**src/rtl/level_display.sv**
```systemverilog
// Four-digit multiplexed seven-segment driver for the output-level meter.
// Latches BCD digits every HOLD_CYCLES, blanks leading zeros, scans with an anti-ghost gap.
module level_display #(
    parameter int SCAN_DIV     = 48,
    parameter int BLANK_CYCLES = 4,
    parameter int HOLD_CYCLES  = 12000,
    parameter int DP_POS       = 3
) (
    input  logic       clk_48,
    input  logic       reset_n,
    input  logic [3:0] num3,
    input  logic [3:0] num2,
    input  logic [3:0] num1,
    input  logic [3:0] num0,
    input  logic       freeze,
    output logic [6:0] seg_n,
    output logic       dp_n,
    output logic [3:0] an_n,
    output logic       updated
);
    localparam int SW = (SCAN_DIV > 1) ? $clog2(SCAN_DIV) : 1;
    localparam int HW = (HOLD_CYCLES > 1) ? $clog2(HOLD_CYCLES) : 1;
    localparam logic [SW-1:0] SCAN_LAST = SW'(SCAN_DIV - 1);
    localparam logic [SW-1:0] BLANK_END = SW'(BLANK_CYCLES);
    localparam logic [HW-1:0] HOLD_LAST = HW'(HOLD_CYCLES - 1);
    localparam logic [1:0]    DP_IDX    = 2'(DP_POS);
    localparam logic          BLANK3_OK = (DP_POS < 3);
    localparam logic          BLANK2_OK = (DP_POS < 2);
    localparam logic          BLANK1_OK = (DP_POS < 1);

    logic [SW-1:0] scan_cnt;
    logic [HW-1:0] hold_cnt;
    logic [1:0]    digit_idx;
    logic [3:0]    d3, d2, d1, d0;
    logic          blank3, blank2, blank1;
    logic [3:0]    cur_digit;
    logic          cur_blank;

    function automatic logic [6:0] seg_of(input logic [3:0] v);
        case (v)
            4'd0:    seg_of = 7'h40;
            4'd1:    seg_of = 7'h79;
            4'd2:    seg_of = 7'h24;
            4'd3:    seg_of = 7'h30;
            4'd4:    seg_of = 7'h19;
            4'd5:    seg_of = 7'h12;
            4'd6:    seg_of = 7'h02;
            4'd7:    seg_of = 7'h78;
            4'd8:    seg_of = 7'h00;
            4'd9:    seg_of = 7'h10;
            default: seg_of = 7'h3F;
        endcase
    endfunction

    // Blanking stops at the decimal-point digit so "0.005" never loses its leading 0.
    assign blank3 = BLANK3_OK && (d3 == 4'd0);
    assign blank2 = blank3 && BLANK2_OK && (d2 == 4'd0);
    assign blank1 = blank2 && BLANK1_OK && (d1 == 4'd0);

    always_comb begin
        cur_digit = d0;
        cur_blank = 1'b0;
        case (digit_idx)
            2'd3: begin cur_digit = d3; cur_blank = blank3; end
            2'd2: begin cur_digit = d2; cur_blank = blank2; end
            2'd1: begin cur_digit = d1; cur_blank = blank1; end
            default: begin cur_digit = d0; cur_blank = 1'b0; end
        endcase
    end

    always_ff @(posedge clk_48 or negedge reset_n) begin
        if (!reset_n) begin
            scan_cnt  <= '0;
            hold_cnt  <= '0;
            digit_idx <= 2'd0;
            d3        <= 4'd0;
            d2        <= 4'd0;
            d1        <= 4'd0;
            d0        <= 4'd0;
            seg_n     <= 7'h7F;
            dp_n      <= 1'b1;
            an_n      <= 4'hF;
            updated   <= 1'b0;
        end else begin
            updated <= 1'b0;
            if (hold_cnt == HOLD_LAST) begin
                hold_cnt <= '0;
                if (!freeze) begin
                    d3      <= num3;
                    d2      <= num2;
                    d1      <= num1;
                    d0      <= num0;
                    updated <= 1'b1;
                end
            end else begin
                hold_cnt <= hold_cnt + 1'b1;
            end

            if (scan_cnt == SCAN_LAST) begin
                scan_cnt  <= '0;
                digit_idx <= digit_idx + 2'd1;
            end else begin
                scan_cnt <= scan_cnt + 1'b1;
            end

            // All anodes off at slot start lets the segment lines settle before the next digit.
            if (scan_cnt < BLANK_END) begin
                an_n  <= 4'hF;
                seg_n <= 7'h7F;
                dp_n  <= 1'b1;
            end else begin
                an_n  <= ~(4'b0001 << digit_idx);
                seg_n <= cur_blank ? 7'h7F : seg_of(cur_digit);
                dp_n  <= (digit_idx != DP_IDX);
            end
        end
    end
endmodule

```
**config.mk**
```make
export PLATFORM = sky130hd
export DESIGN_NAME = level_display
export DESIGN_NICKNAME = d
export VERILOG_FILES = /design/src/rtl/level_display.sv
export SDC_FILE = /design/constraint.sdc
export NUM_CORES = 1
export LEC_CHECK = 0
export CORE_MARGIN = 5
export CORE_UTILIZATION = 45
export CTS_BUF_LIST = sky130_fd_sc_hd__clkbuf_8
export DETAILED_ROUTE_END_ITERATION = 10
export GPL_ROUTABILITY_DRIVEN = 0
export PLACE_DENSITY_LB_ADDON = 0.15
export SYNTH_ARGS = -nofsm -noshare
export SYNTH_HDL_FRONTEND = slang
export SYNTH_SLANG_ARGS = --single-unit
```
**constraint.sdc**
```tcl
create_clock -name clk_48 -period 2.6 [get_ports clk_48]
set_input_delay 0.52 -clock clk_48 [delete_from_list [all_inputs] [get_ports clk_48]]
set_output_delay 0.52 -clock clk_48 [all_outputs]
set_load 0.02 [all_outputs]
```
==> metrics.txt <==
run status=finished, final reports clean; number of cell rows=26; power density cells=454.0 nW/um^2; maximum fanout encountered on the critical timing path=10; hpwl dp=3240 um; I/O pin count=32; # DRC=0; total number of vias=1509; length of the first detailed-routing pass in iterations=4; overall track demand over capacity in global routing=14.31%; worst voltage drop across the vdd grid=0.0002927 V; number of slew-limit violations in the final report=0; Syn Std Cell Area=2303 um^2; leading cell types in the layout, fill and taps excluded=39 x sky130_fd_sc_hd__dfrtp_1, 30 x sky130_fd_sc_hd__clkdlybuf4s50_1, 17 x sky130_fd_sc_hd__mux2_1; kind of critical path=flip-flop to flip-flop; average vias per placed instance=5.047; Antenna Nets Post-Route=0; Resized Gates After CTS=0; Die Y-Extent=81.55 um; clock latency at the later pin of the worst-skew pair=0.30 ns; maximum operating frequency=422.8 MHz; R2R depth=8; Net count, final=257; wire length after detailed routing=4186 um; Worst Max-Slew Pin Slew=0.7309 ns; layout overhead on the synthesized area=20.32%; Hold Buf Count CTS=0; register-to-register setup slack=0.23 ns; accumulated negative setup slack=0 ns; pin count of the biggest net entering global routing=28; syn nets=223; critical path endpoint category=flip-flop; PnR Total Power=1258 uW; Synth warnings=0; setup repair after global routing missed its margin=false; worst setup slack after layout=0.2349 ns; Inserted Diodes=0; number of sinks on the clock net=50; critical path data arrival time=2.59 ns; clock tree root driver cell=sky130_fd_sc_hd__clkbuf_8; MaxCap Viol Count=0; share of final-layout standard cells stronger than drive strength 1=11.35%; GR Overflow Total=0; clock-pin slew of the registers on the worst-case setup and hold paths=0.09 ns; WL per Instance=14.00 um; share of the clock period used by the worst path after layout=90.96%; flip-flop cell with the highest count after synthesis=sky130_fd_sc_hd__dfrtp_1; setup skew after layout=0.007248 ns; Horiz. Die Dim=81.55 um; reg-to-reg critical path startpoint=digit_idx[0]; number of enable-type register cells in the synthesized netlist=0; area of combinational cells with multiple inputs=950.9 um^2; nature of the critical path startpoint=flip-flop; final worst path period need=2.365 ns; Synth Area per Inst=11.87 um^2; Final Hold Viols=0; area enclosed by the die boundary=6650 um^2; fill cell instance count of the final layout=433; antenna violations before repair=0; area of the placeable core=5042 um^2; required time worst endpoint=2.83 ns; number of buffers on the longest clock path=2; number of cells produced by synthesis=194; CTS Buf Count=5; total area of sequential cells=1265 um^2; worst min path class=primary input to asynchronous set/reset pin; most common cell after layout, fill and taps aside=sky130_fd_sc_hd__dfrtp_1; initial standard-cell utilization of the core=45.68%; max-slew headroom at the worst pin=49.88%; leakage power=0.001220 uW; share of the yosys chip area belonging to registers=54.92%; proportion of register bits with asynchronous set or reset after synthesis=100.0%; CTS tree=yes; pre-CTS setup slack=0.2413 ns; number of setup violations in the final report=0; Reg-to-Reg End=seg_n[3]; # H-tree levels=2; number of violations reported at the end of detailed-routing iteration 0=92; number of global-route vias before repair=1574; post-CTS setup buffers=0; Seq cells post-synth=50; first-pass GRT wire length=7300 um; IO buf count=31; count of unique library cells instantiated by Yosys=38
-- synthesized netlist by cell type, types with 2 or more instances --
| cell type | count | area share (%) |
|---|---|---|
| sky130_fd_sc_hd__xnor2_1 | 8 | 3.0 |
| sky130_fd_sc_hd__clkbuf_1 | 3 | 0.49 |
| sky130_fd_sc_hd__nor3_1 | 3 | 0.65 |
| sky130_fd_sc_hd__a21oi_1 | 2 | 0.43 |
| sky130_fd_sc_hd__nor2_1 | 15 | 2.4 |
| sky130_fd_sc_hd__nand2_1 | 10 | 1.6 |
| sky130_fd_sc_hd__ha_1 | 10 | 5.4 |
| sky130_fd_sc_hd__inv_1 | 11 | 1.8 |
| sky130_fd_sc_hd__nor4_1 | 2 | 0.54 |
| sky130_fd_sc_hd__nor2b_1 | 4 | 1.1 |
| sky130_fd_sc_hd__buf_4 | 2 | 0.65 |
| sky130_fd_sc_hd__o21ai_0 | 2 | 0.43 |
| sky130_fd_sc_hd__o21ai_1 | 6 | 1.3 |
| sky130_fd_sc_hd__xor2_1 | 5 | 1.9 |
| sky130_fd_sc_hd__nand3_1 | 11 | 2.4 |
| sky130_fd_sc_hd__a211oi_1 | 2 | 0.65 |
| sky130_fd_sc_hd__a222oi_1 | 4 | 1.7 |
| sky130_fd_sc_hd__nand4_1 | 3 | 0.81 |
| sky130_fd_sc_hd__dfrtp_1 | 39 | 42 |
| sky130_fd_sc_hd__dfstp_2 | 11 | 13 |
| sky130_fd_sc_hd__mux2_1 | 17 | 8.3 |
| sky130_fd_sc_hd__and3_1 | 4 | 1.1 |
| sky130_fd_sc_hd__a22o_1 | 2 | 0.76 |
| sky130_fd_sc_hd__mux2i_1 | 4 | 1.7 |
-- sequential cells by signal, indices dropped and copies added, names as in the netlist --
signal / count
hold_cnt: 14
seg_n: 7
scan_cnt: 6
an_n: 4
d0: 4
d1: 4
d2: 4
d3: 4
digit_idx: 2
updated: 1
-- logic make-up after synthesis --
logic type | after synthesis | share of synthesized area (%)
buffers and inverters | 18 | 3.802
AO/OA/AOI/OAI | 21 | 6.356
XOR/XNOR | 13 | 4.943
flip-flops | 50 | 54.92
AND/OR/NAND/NOR | 59 | 13.42
adder cells (fa/ha/maj) | 10 | 5.432
multiplexers | 23 | 11.13
-- worst max-delay path: stages (launching register included) --
cell	delay [ns]
sky130_fd_sc_hd__dfrtp_1	0.40
sky130_fd_sc_hd__inv_1	0.16
sky130_fd_sc_hd__ha_1	0.35
sky130_fd_sc_hd__mux2i_1	0.68
sky130_fd_sc_hd__inv_1	0.11
sky130_fd_sc_hd__ha_1	0.34
sky130_fd_sc_hd__inv_1	0.04
sky130_fd_sc_hd__o21ai_0	0.14
sky130_fd_sc_hd__nand3_1	0.09
-- layout make-up --
type	instances	share of cell area [%]
sequential	50	45.64
multi-input combinational	126	34.31
timing repair buffer	34	12.28
tap	70	3.160
clock buffer	5	2.483
inverter	11	1.490
clock inverter	3	0.6321
-- how the worst max path moves through the flow --
stage,start,slack (ns),depth (start not counted),end
after floorplan,digit_idx[0],0.57,9,seg_n[3]
after global placement,digit_idx[0],0.41,8,seg_n[3]
after detailed placement,digit_idx[0],0.24,8,seg_n[3]
after CTS,digit_idx[0],0.23,8,seg_n[3]
after global routing,digit_idx[0],0.03,8,seg_n[3]
final,digit_idx[0],0.23,8,seg_n[3]
-- layer usage --
| layer | routed length [um] | GRT usage, % | vias to the layer above |
|---|---|---|---|
| met3 | 215 | 3.180 | 4 |
| met4 | 44 | 6.757 | 0 |
| li1 | - | - | 741 |
| met2 | 2024 | 22.72 | 34 |
| met5 | 0 | 0 | - |
| met1 | 1901 | 18.56 | 730 |
-- power breakdown --
| group | total, uW | switching (uW) | internal (uW) |
|---|---|---|---|
| clock | 437 | 250 | 186 |
| sequential | 778 | 0 | 778 |
| combinational | 43.6 | 17.9 | 25.7 |
-- per-stage QoR --
stage | utilization [%] | cell area [um^2] | hold slack, ns | std cells
floorplan | - | 2303 | 0.2244 | 194
global placement | 53.25 | 2685 | 0.4741 | 291
detailed placement | 53.25 | 2685 | 0.4772 | 291
CTS | 54.96 | 2771 | 0.2213 | 299
global route | 54.96 | 2771 | 0.2457 | 299
finish | 54.96 | 2771 | 0.2006 | 299
(Power assumes the default switching activity.)
